==> config.mk <==
export PLATFORM = sky130hd
export DESIGN_NAME = dtcm_arbiter
export DESIGN_NICKNAME = d
export VERILOG_FILES = /design/src/rtl/dtcm_arbiter.sv
export SDC_FILE = /design/constraint.sdc
export NUM_CORES = 1
export LEC_CHECK = 0
export BUFFER_PORTS_ARGS = -buffer_cell sky130_fd_sc_hd__buf_2
export CORE_AREA = 2 2 117 119
export CTS_CLUSTER_DIAMETER = 150
export CTS_CLUSTER_SIZE = 24
export DETAILED_ROUTE_END_ITERATION = 16
export DIE_AREA = 0 0 119 121
export GPL_TIMING_DRIVEN = 0
export PLACE_DENSITY = 0.5
export SLEW_MARGIN = 25
export SYNTH_ARGS = -nofsm -noshare
export SYNTH_HDL_FRONTEND = slang
export SYNTH_SLANG_ARGS = --single-unit
==> constraint.sdc <==
create_clock -name clk -period 1.9 [get_ports clk]
set_input_delay 0.095 -clock clk [delete_from_list [all_inputs] [get_ports clk]]
set_output_delay 0.095 -clock clk [all_outputs]
set_load 0.005 [all_outputs]
==> src/rtl/dtcm_arbiter.sv <==
// Single-port DTCM arbiter: core data port has priority, DMA/debug takes idle slots,
// and a starvation counter forces one DMA slot (stalling the core) after MAX_WAIT blocked cycles.
module dtcm_arbiter #(
    parameter int unsigned ADDR_W   = 32,
    parameter int unsigned DATA_W   = 32,
    parameter int unsigned MAX_WAIT = 4
) (
    input  logic              clk,
    input  logic              rst,
    input  logic              core_mem_read,
    input  logic              core_mem_write,
    input  logic [ADDR_W-1:0] core_addr,
    input  logic [DATA_W-1:0] core_wdata,
    output logic [DATA_W-1:0] core_rdata,
    output logic              core_stall,
    input  logic              dma_req,
    input  logic              dma_we,
    input  logic [ADDR_W-1:0] dma_addr,
    input  logic [DATA_W-1:0] dma_wdata,
    output logic              dma_gnt,
    output logic              dma_rvalid,
    output logic [DATA_W-1:0] dma_rdata,
    output logic              dtcm_mem_read,
    output logic              dtcm_mem_write,
    output logic [ADDR_W-1:0] dtcm_addr,
    output logic [DATA_W-1:0] dtcm_dataout,
    input  logic [DATA_W-1:0] dtcm_datain
);

    typedef enum logic [1:0] {
        ST_IDLE  = 2'd0,
        ST_WAIT  = 2'd1,
        ST_FORCE = 2'd2
    } state_e;

    localparam int unsigned CNT_W = (MAX_WAIT < 2) ? 1 : $clog2(MAX_WAIT + 1);
    localparam logic [CNT_W-1:0] CNT_MAX   = CNT_W'(MAX_WAIT);
    localparam logic [CNT_W-1:0] CNT_START = (MAX_WAIT == 0) ? '0 : CNT_W'(1);
    localparam logic [CNT_W-1:0] CNT_FORCE = (MAX_WAIT == 0) ? '0 : CNT_W'(MAX_WAIT - 1);

    state_e            state_q, state_d;
    logic [CNT_W-1:0]  cnt_q, cnt_d;
    logic [CNT_W-1:0]  cnt_inc;
    logic              rvalid_q, rvalid_d;
    logic [DATA_W-1:0] rdata_q, rdata_d;
    logic              core_req;

    assign core_req   = core_mem_read | core_mem_write;
    assign core_rdata = dtcm_datain;
    assign dma_rvalid = rvalid_q;
    assign dma_rdata  = rdata_q;

    // State register
    always_ff @(posedge clk or posedge rst) begin
        if (rst) begin
            state_q <= ST_IDLE;
            cnt_q   <= '0;
        end else begin
            state_q <= state_d;
            cnt_q   <= cnt_d;
        end
    end

    assign cnt_inc = (cnt_q < CNT_MAX) ? cnt_q + CNT_W'(1) : cnt_q;

    // Next-state logic
    always_comb begin
        state_d = state_q;
        cnt_d   = cnt_q;
        case (state_q)
            ST_IDLE: begin
                if (dma_req && !dma_gnt) begin
                    state_d = ST_WAIT;
                    cnt_d   = CNT_START;
                end
            end
            ST_WAIT: begin
                if (dma_gnt || !dma_req) begin
                    state_d = ST_IDLE;
                    cnt_d   = '0;
                end else begin
                    cnt_d = cnt_inc;
                    // >= so that MAX_WAIT=1 (counter already saturated at entry) still forces
                    if ((MAX_WAIT != 0) && (cnt_q >= CNT_FORCE)) begin
                        state_d = ST_FORCE;
                    end
                end
            end
            ST_FORCE: begin
                state_d = ST_IDLE;
                cnt_d   = '0;
            end
            default: begin
                state_d = ST_IDLE;
                cnt_d   = '0;
            end
        endcase
    end

    // Owner selection and DTCM mux
    always_comb begin
        dma_gnt        = 1'b0;
        core_stall     = 1'b0;
        dtcm_mem_read  = core_mem_read;
        dtcm_mem_write = core_mem_write;
        dtcm_addr      = core_addr;
        dtcm_dataout   = core_wdata;
        if (rst) begin
            dma_gnt    = 1'b0;
            core_stall = 1'b0;
        end else if ((state_q == ST_FORCE) && dma_req) begin
            dma_gnt        = 1'b1;
            core_stall     = core_req;
            dtcm_mem_read  = ~dma_we;
            dtcm_mem_write = dma_we;
            dtcm_addr      = dma_addr;
            dtcm_dataout   = dma_wdata;
        end else if (core_req) begin
            dma_gnt = 1'b0;
        end else if (dma_req) begin
            dma_gnt        = 1'b1;
            dtcm_mem_read  = ~dma_we;
            dtcm_mem_write = dma_we;
            dtcm_addr      = dma_addr;
            dtcm_dataout   = dma_wdata;
        end else begin
            dtcm_mem_read  = 1'b0;
            dtcm_mem_write = 1'b0;
        end
    end

    // DMA read return: capture async DTCM data on the grant edge
    always_comb begin
        rvalid_d = dma_gnt & ~dma_we;
        rdata_d  = rvalid_d ? dtcm_datain : rdata_q;
    end

    always_ff @(posedge clk or posedge rst) begin
        if (rst) begin
            rvalid_q <= 1'b0;
            rdata_q  <= '0;
        end else begin
            rvalid_q <= rvalid_d;
            rdata_q  <= rdata_d;
        end
    end

endmodule
# Word-level counts from Yosys, hierarchy flattened
# Index checks and enable logic that the tools add are counted.
# word_totals
reg_bits,38
inputBits,166
out_inout_bits,133
word_cells,53
# classes
add_sub_neg,1
n_lt_le_gt_ge,2
eq_ne,5
muxes,30
bitwise_logic,3
reduce_logical,8
# op_table
op,count
two-way mux 32 bit,8
two-way mux 1 bit,14
two-way mux 3 bit,3
two-way mux 2 bit,3
"inequality test 3 bit, second input constant",2
one-hot mux 3 bit (2 select lines),1
one-hot mux 2 bit (2 select lines),1
AND reduction 2 bit,2
"adder 3 x 1 -> 3 bit, second input constant",1
"greater-or-equal comparator 3 x 2 -> 1 bit, second input constant",1
"less-than comparator 3 bit, second input constant",1
"== test 2 x 1 -> 1 bit, second input constant",1
"== test 2 bit, second input constant",1
logical AND 1 bit,2
logical NOT 1 bit,2
logical NOT 2 bit,1
"inequality test 2 bit, second input constant",1
bitwise AND 1 bit,1
logical OR 1 bit,1
inverter 1 bit,1
bitwise OR 1 bit,1

# Depth between registers and ports, before layout
# Gate-level depths: netlist of the first run.
# logic_depth
ltp_word,8
depth_mapped,5
ltp_nobuf,5

# Least setup slack after synthesis of the first run
# No wires, ideal clock.
# synth_path
kind,register to register
start,register state_q[0]
end,register rdata_q[0] (netlist: dma_rdata[0])
setup_time_ns,0.125
t_arrival_ns,1.454
required_ns,1.775
slack_ns,0.321
path_stages_with_launch,5
n_path_buf,1
synth_period_minus_slack_ns,1.579
path_cell_list,dfrtp_1 -> nand2b_1 -> a211oi_4 -> buf_6 -> mux2_2
# synth_via
elab_chain_len,5
# synth_lines
element,line,text
start: declaration,41,"state_e state_q, state_d;"
start signal: assignment,59,state_q <= state_d;
== test 2 bit,111,end else if ((state_q == ST_FORCE) && dma_req) begin
logical AND 1 bit,111,
two-way mux 1 bit,111,
two-way mux 1 bit,108,if (rst) begin
bitwise AND 1 bit,134,rvalid_d = dma_gnt & ~dma_we;
end signal: assignment,144,rdata_q <= rdata_d;
end: declaration,45,"logic [DATA_W-1:0] rdata_q, rdata_d;"
# No other way between the ends.
# A chain may end at the register's enable or synchronous reset.

# Worst setup path in the final report of the first run
# layout_path
start,register state_q[0]
end,output dtcm_dataout[18]
# layout_via
elab_chain_len,4
# layout_lines
element,line,text
== test 2 bit,111,
logical AND 1 bit,111,
two-way mux 32 bit,111,
two-way mux 32 bit,108,
end: declaration,26,"output logic [DATA_W-1:0] dtcm_dataout,"
# No other way between the ends.

==> flow_metrics.tcl, run 1 <==
set metrics [dict create \
    viasPerCell 4.03 \
    synth_top_area_frac 0.400 \
    leakage_nw 2.49 \
    netlist-cell-type-count 31 \
    synth_nets 379 \
    critPathMaxStageDelay_ps 380 \
    fmax_ghz 0.537 \
    ys_top_cells_by_area "mux2_2 (40%), dfrtp_1 (37%), buf_4 (11%), mux2_1 (1.7%), buf_6 (1.3%)" \
    portBuffers 298 \
    coreArea_um2 13100 \
    ir_drop_uv 402 \
    drc 0 \
    ys_warn_count 0 \
    hold_viol_final 0 \
    syn2layout_area_growth_pct 81.1 \
    grt_overflow_total 0 \
    final_nets 692 \
    crit_fanout 10 \
    grt_start_max_net_pins 32 \
    totalWireLength_um 11500 \
    drive_gt1_frac 0.861 \
    dieArea_um2 14400 \
    worstPathCellList "nand2b_4 > a21oi_4 > buf_8 > buf_6 > mux2_2 > buf_2" \
    hold_path.class "primary input to flip-flop" \
    status "completed" \
    skew_ps 3.91 \
    clk_pin_slew_ps 60 \
    wl_per_cell_um 16.3 \
    yosysMostFrequentCell "mux2_2" \
    synth_top_area_cell "mux2_2" \
    fin_tns_setup_ps 0 \
    grt_usage 0.147 \
    required_ps 1800 \
    synth-seq-area-share 0.367 \
    grt_pass1_vias 2837 \
    synth_flop_cell "dfrtp_1" \
    synthArstFlopShare 1.00 \
    ys_seq_elements 38 \
    path_class "flip-flop to output pin" \
    antenna_left 0 \
    finalWeightedCongestion 0.838 \
    hpwl_um 10000 \
    antenna_found_initial 2 \
    synth_edf_count 0 \
    period_needed_ps 1860 \
    tightest_slew_ps 360 \
    numClockSinks 38 \
    start_util 0.198 \
    netlist_instances 211 \
    vias 2823 \
    endpoint_kind "output pin" \
    p_total_mw 3.36 \
    clock_latency_ps 270 \
    cts_tree "done" \
    clockBufferDepth 2 \
    cp-start-kind "flip-flop" \
    cap_violations 0 \
    cp.arrival_ps 1770 \
    syn_area_per_cell_um2 12.3 \
    synth_commonest_cells "mux2_2 (92), dfrtp_1 (38), buf_4 (37)" \
    row_count 42 \
    cts_made_buffers 5 \
    timing.final.max_slew_violations 0 \
    p_per_area_nw_per_um2 717 \
    ios 299 \
    die_h_um 121 \
    critPathSlowestCell "dfrtp_1" \
    post-route-period-util 0.981 \
    die_w_um 119 \
    grt_pass1_wl_um 16200 \
    first_pass_iters 4 \
    h-tree-depth 2 \
    setup_viol 0 \
    cts_root_buf "clkbuf_16" \
    rsz0062_at_grt "yes" \
    slew_headroom 0.758 \
    synth_area_um2 2590 \
    drt-initial-drc-count 39 \
]
==> stage by stage <==
stage	std cells	worst slack (ps)	utilization	hold WS, ps	area, um2
after global routing	700	-63.6	0.358	65.9	4690
final	701	36.3	0.358	53.2	4690
after CTS	698	3.16	0.350	50.6	4570
after detailed placement	686	5.95	0.330	52.8	4320
after global placement	685	27.7	0.329	334	4300
after floorplan	211	321	-	230	2590
==> repair_timing <==
item,CTS,global route
pin swaps,2,0
endpoints found under the setup margin,67,56
setup buffers,4,1
endpoints found under the hold margin,7,0
resized for setup,11,19
hold buffers,1,0
cloned,0,1
==> path summary, 6_finish.rpt <==
check | slack (ps) | from | cells past startpoint | end
setup reg to reg | 130 | state_q[0]$_DFFE_PP0P_ | 6 | dma_rdata[27]$_DFFE_PP0P_
hold reg to reg | 480 | dma_rdata[26]$_DFFE_PP0P_ | 1 | dma_rdata[26]$_DFFE_PP0P_
hold / removal | 50 | dtcm_datain[20] | 2 | dma_rdata[20]$_DFFE_PP0P_
setup / recovery | 40 | state_q[0]$_DFFE_PP0P_ | 6 | dtcm_dataout[18]
min in group asynchronous | 330 | rst | 3 | dma_rdata[24]$_DFFE_PP0P_
max in group asynchronous | 1150 | rst | 4 | dma_rdata[15]$_DFFE_PP0P_
==> final cells by class <==
type | instances | area (um2)
diodes | 1 | 2.50
plain buffers | 43 | 354
clock buffers | 6 | 139
clock inverters | 1 | 30.0
fillers | 1330 | 8400
inverters | 2 | 7.51
multi-input cells | 128 | 1350
flip-flops and latches | 38 | 952
well taps | 176 | 220
repair buffers | 306 | 1640
==> placed cells by master (no fill, tap or decap), drive strengths merged, types with 2 or more instances in the layout <==
| cell | count |
|---|---|
| buf | 346 |
| mux2 | 96 |
| dfrtp | 38 |
| clkbuf | 8 |
| nand2 | 3 |
| nand2b | 3 |
| a21oi | 3 |
| nand4 | 2 |
| nor2b | 2 |
| ha | 2 |
| a211oi | 2 |
| inv | 2 |
==> power by group <==
group          switching, mW  internal, mW
sequential             0.134          1.06
clock                  0.305         0.647
combinational          0.482         0.737
==> layer usage <==
| metal | vias up | wire [um] | global-route usage |
|---|---|---|---|
| met5 | - | 0 | 0 |
| met4 | 0 | 83 | 0.0253 |
| met3 | 4 | 1030 | 0.0545 |
| met2 | 142 | 6210 | 0.281 |
| met1 | 1330 | 4130 | 0.155 |
| li1 | 1347 | - | - |
==> state kept, by name (all words and copies together) (netlist names) <==
signal / count
state_q: 2
dma_rvalid: 1
cnt_q: 3
dma_rdata: 32
==> cells by family after synthesis <==
logic type,count (synthesis),synth area share
and+or+nand+nor,19,0.0421
DFF,38,0.367
muxes,96,0.418
AOI/OAI and AO/OA,11,0.0348
buffers and inverters,45,0.129
adders and majority gates,2,0.00966
==> worst max-delay path: cells and delay by family, from the launching register on <==
kind / cells / cell delay, ps
buf+inv: 3 / 470
compound gates: 1 / 160
mux: 1 / 340
simple gates: 1 / 150
flops: 1 / 380
(Power assumes the default switching activity.)
==> run 2: changes to the inputs <==
--- a/config.mk
+++ b/config.mk
@@ -12,7 +12,7 @@
 export DETAILED_ROUTE_END_ITERATION = 16
 export DIE_AREA = 0 0 119 121
 export GPL_TIMING_DRIVEN = 0
-export PLACE_DENSITY = 0.5
+export PLACE_DENSITY_LB_ADDON = 0.05
 export SLEW_MARGIN = 25
 export SYNTH_ARGS = -nofsm -noshare
 export SYNTH_HDL_FRONTEND = slang
==> flow_metrics.tcl, run 2 (synthesis gave the netlist of run 1 again) <==
set metrics [dict create \
    ir_drop_uv 356 \
    viasPerCell 3.97 \
    cts_made_buffers 5 \
    grt_usage 0.146 \
    hold_path.class "primary input to flip-flop" \
    grt_overflow_total 0 \
    grt_pass1_vias 2721 \
    clockBufferDepth 2 \
    critPathMaxStageDelay_ps 370 \
    row_count 42 \
    place_ws_ps -145 \
    layout_commonest_cell "buf_2" \
    tightest_slew_ps 386 \
    coreArea_um2 13100 \
    cap_violations 0 \
    drc 0 \
    vias 2805 \
    timing.final.max_slew_violations 0 \
    wl_per_cell_um 16.5 \
    cp-start-kind "flip-flop" \
    layout_setup_ws_ps -21.0 \
    rsz0062_at_grt "yes" \
    drt-initial-drc-count 61 \
    finalWeightedCongestion 0.677 \
    path_class "flip-flop to output pin" \
    crit_buf_inv 3 \
    first_pass_iters 4 \
    final_nets 698 \
    antenna_found_initial 0 \
    crit_fanout 8 \
    cts_root_buf "clkbuf_16" \
    critPathSlowestCell "dfrtp_1" \
    leakage_nw 2.65 \
    fin_tns_setup_ps -106 \
    antenna_left 0 \
    portBuffers 298 \
    path_delay_family "buffers and inverters" \
    hold_viol_final 0 \
    fillers 1350 \
    post-route-period-util 1.01 \
    drive_gt1_frac 0.862 \
    period_needed_ps 1920 \
    skew_ps 3.80 \
    die_w_um 119 \
    syn2layout_area_growth_pct 93.2 \
    p_total_mw 3.45 \
    endpoint_kind "output pin" \
    clk_pin_slew_ps 60 \
    status "finished, violations left" \
    cp.arrival_ps 1830 \
    fmax_ghz 0.521 \
    setup_viol 11 \
    numClockSinks 38 \
    dieArea_um2 14400 \
    clock_latency_ps 280 \
    die_h_um 121 \
    start_util 0.198 \
    ios 299 \
    largest_register_ffs 32 \
    grt_start_max_net_pins 24 \
    p_per_area_nw_per_um2 690 \
    violations "negative setup slack" \
    cts_tree "done" \
    totalWireLength_um 11600 \
    h-tree-depth 2 \
    required_ps 1800 \
    slew_headroom 0.740 \
    diodes 0 \
    worstPathCellList "nand2b_4 > a21oi_4 > buf_12 > clkbuf_16 > mux2_2 > buf_6" \
    hpwl_um 9700 \
    final_cell_mix "buf_2 (269), mux2_2 (65), buf_4 (40)" \
    grt_pass1_wl_um 15900 \
]
-- run 2: changes by cell type in the layout (fill, tap and decap cells not counted), sizes merged --
cell and delta:
clkbuf +4, buf +2, diode -1
-- run 2: routing by layer --
layer  up-vias  global-route usage  wire [um]
met5         -                   0          0
met4         0              0.0201         45
met3         4              0.0376        774
met1      1318               0.168       4380
met2       125               0.276       6440
li1       1358                   -          -
-- run 2: area by class of cell --
type | instances | area (um2) | share of cell area
repair buffers | 312 | 1850 | 0.370
multi-input cells | 128 | 1430 | 0.285
flip-flops and latches | 38 | 952 | 0.190
plain buffers | 43 | 378 | 0.0756
well taps | 176 | 220 | 0.0440
clock buffers | 6 | 139 | 0.0278
clock inverters | 1 | 30.0 | 0.00600
inverters | 2 | 7.51 | 0.00150
-- run 2: timing repair --
item                                   in CTS  in global routing
endpoints found under the hold margin      15                  0
hold buffers                                1                  0
setup endpoints to repair                  86                 60
cloned                                      1                  3
resized for setup                          20                 59
buffers inserted                            6                  2
pin swaps                                   2                  1
-- run 2: worst paths after layout --
kind,from,endpoint,slack [ps],depth (start not counted)
min in group asynchronous,rst,state_q[0]$_DFFE_PP0P_,400,3
hold / removal,dtcm_datain[26],dma_rdata[26]$_DFFE_PP0P_,60,2
max in group asynchronous,rst,dma_rdata[14]$_DFFE_PP0P_,1030,4
setup / recovery,state_q[0]$_DFFE_PP0P_,dtcm_dataout[27],-20,6
setup reg to reg,state_q[0]$_DFFE_PP0P_,dma_rdata[0]$_DFFE_PP0P_,140,6
hold reg to reg,dma_rdata[18]$_DFFE_PP0P_,dma_rdata[18]$_DFFE_PP0P_,480,1
-- run 2: power breakdown --
group          total (mW)  switching, mW  internal, mW
combinational        1.31          0.501         0.807
clock               0.962          0.314         0.648
sequential           1.18          0.125          1.06
-- run 2: per-stage QoR --
step / hold WS [ps] / util / instance area [um2] / instances
after floorplan: 230 / - / 2590 / 211
after global placement: 333 / 0.329 / 4300 / 685
after detailed placement: 151 / 0.330 / 4320 / 686
after CTS: 51.7 / 0.355 / 4640 / 701
after global routing: 55.4 / 0.382 / 5000 / 706
final: 57.4 / 0.382 / 5000 / 706
==> run 3: changes to the inputs <==
--- a/config.mk
+++ b/config.mk
@@ -12,7 +12,9 @@
 export DETAILED_ROUTE_END_ITERATION = 16
 export DIE_AREA = 0 0 119 121
 export GPL_TIMING_DRIVEN = 0
+export MAX_ROUTING_LAYER = met4
 export PLACE_DENSITY_LB_ADDON = 0.05
+export SETUP_SLACK_MARGIN = 0.3
 export SLEW_MARGIN = 25
 export SYNTH_ARGS = -nofsm -noshare
 export SYNTH_HDL_FRONTEND = slang
==> flow_metrics.tcl, run 3 (synthesis gave the netlist of run 1 again) <==
set metrics [dict create \
    critPathSlowestCell "dfrtp_1" \
    clockBufferDepth 2 \
    numClockSinks 38 \
    hold_viol_final 0 \
    vias 2862 \
    crit_top_cell "buf_6" \
    clk_pin_slew_ps 60 \
    setup_viol 0 \
    grt_busiest_layer "met2" \
    clock_power_share 0.274 \
    swShare 0.271 \
    startpoint "state_q[0]$_DFFE_PP0P_" \
    viasPerCell 3.99 \
    timing.final.max_slew_violations 0 \
    final_cell_mix "buf_2 (287), mux2_2 (60), buf_4 (43)" \
    fmax_ghz 0.527 \
    fillers 1347 \
    stdcell_area_um2 5060 \
    grtUsageMet3 0.0348 \
    seqCellArea_um2 952 \
    cts_root_buf "clkbuf_16" \
    cap_violations 0 \
    coreArea_um2 13100 \
    grt_overflow_total 0 \
    cts_made_buffers 5 \
    dieArea_um2 14400 \
    drt-initial-drc-count 62 \
    first_pass_iters 4 \
    crit_buf_inv 3 \
    layout_setup_ws_ps 1.94 \
    tightest_slew_ps 387 \
    multi_input_area_um2 1460 \
    r2r-start "state_q[0]$_DFFE_PP0P_" \
    drc 0 \
    endpoint_kind "output pin" \
    path_delay_family "buffers and inverters" \
    critPathMaxStageDelay_ps 370 \
    fin_tns_setup_ps 0 \
    hold_path.class "primary input to flip-flop" \
    grt_pass1_wl_um 16300 \
    start_util 0.198 \
    p_int_mw 2.57 \
    drive_gt1_frac 0.872 \
    finalWeightedCongestion 0.684 \
    slew_headroom 0.740 \
    post-route-period-util 0.999 \
    antenna_found_initial 0 \
    layout_commonest_cell "buf_2" \
    h-tree-depth 2 \
    grt_start_max_net_pins 24 \
    syn2layout_area_growth_pct 95.5 \
    required_ps 1800 \
    cts_tree "done" \
    post_dp_cell_area_um2 4320 \
    wl_per_cell_um 16.2 \
    grt_usage 0.153 \
    row_count 42 \
    pwr-share-seq 0.338 \
    worstPathCellList "nand2b_4 > a21oi_4 > buf_6 > buf_6 > mux2_2 > buf_2" \
    portBuffers 298 \
    clock_latency_ps 280 \
    utilization 0.387 \
    diodes 0 \
    cp.arrival_ps 1800 \
    hpwl_um 9700 \
    crit_fanout 10 \
    die_h_um 121 \
    skew_ps 3.33 \
    ir_drop_uv 346 \
    grt_pass1_vias 2803 \
    p_comb_frac 0.388 \
    antenna_left 0 \
    place_ws_ps -145 \
    final_nets 709 \
    worst_hold_startpoint "dtcm_datain[8]" \
    p_per_area_nw_per_um2 698 \
    status "completed" \
    leakage_nw 2.70 \
    grt_use_met1 0.173 \
    path_class "flip-flop to output pin" \
    largest_register_ffs 32 \
    rsz0062_at_grt "yes" \
    cp-start-kind "flip-flop" \
    totalWireLength_um 11600 \
    power.switching_mw 0.957 \
    hold_ws_ps 63.5 \
    grt_use_met2 0.284 \
    die_w_um 119 \
    ios 299 \
    period_needed_ps 1900 \
]
run 3: cell types whose count changed in the layout (fill, tap and decap cells not counted), sizes merged:
cell	delta
clkbuf	-4
buf	+15
run 3: area by class of cell:
type,instances,share of cell area
repair buffers,323,0.370
multi-input cells,128,0.288
well taps,176,0.0435
clock buffers,6,0.0274
inverters,2,0.00148
clock inverters,1,0.00593
plain buffers,43,0.0754
flip-flops and latches,38,0.188
run 3: routing by layer:
metal	share of wire	vias up	wire (um)
met1	0.39	1344	4500
met4	0.0043	0	50
met2	0.54	130	6290
met5	0	-	0
met3	0.065	5	753
li1	-	1383	-
run 3: power by group through the flow:
stage	Combinational, mW	Sequential (mW)	Clock [mW]
after floorplan	0.516	1.22	0
after global placement	1.18	1.20	0
after detailed placement	1.20	1.20	0
after CTS	1.33	1.19	1.01
after global routing	1.49	1.23	1.04
final	1.37	1.19	0.969
run 3: worst paths after layout:
kind | endpoint | cells past startpoint | slack [ps]
worst max-delay path | dtcm_addr[5] | 6 | 2
worst min-delay path | dma_rdata[8]$_DFFE_PP0P_ | 2 | 60
worst max register to register | dma_rdata[15]$_DFFE_PP0P_ | 7 | 140
worst min register to register | dma_rdata[16]$_DFFE_PP0P_ | 1 | 500
max in group asynchronous | dma_rdata[14]$_DFFE_PP0P_ | 4 | 1030
min in group asynchronous | state_q[0]$_DFFE_PP0P_ | 3 | 410
run 3: timing repair:
action / CTS / global route
setup endpoints to repair: 99 / 97
hold buffers: 1 / 0
endpoints found under the hold margin: 15 / 0
resized for setup: 53 / 29
setup buffers: 18 / 2
pin swaps: 2 / 0
gates cloned: 3 / 0
run 3: worst register-to-register path, cell delays in order (launching register included):
cell and delay (ps):
dfrtp_1 370, nand2b_4 150, buf_4 140, a211oi_4 270
buf_6 180, buf_12 120, buf_8 100, mux2_2 320
run 3: metrics by stage:
step | power, mW | instances
final | 3.53 | 717
after global routing | 3.76 | 717
after CTS | 3.53 | 715
after detailed placement | 2.39 | 686
after global placement | 2.38 | 685
after floorplan | 1.73 | 211
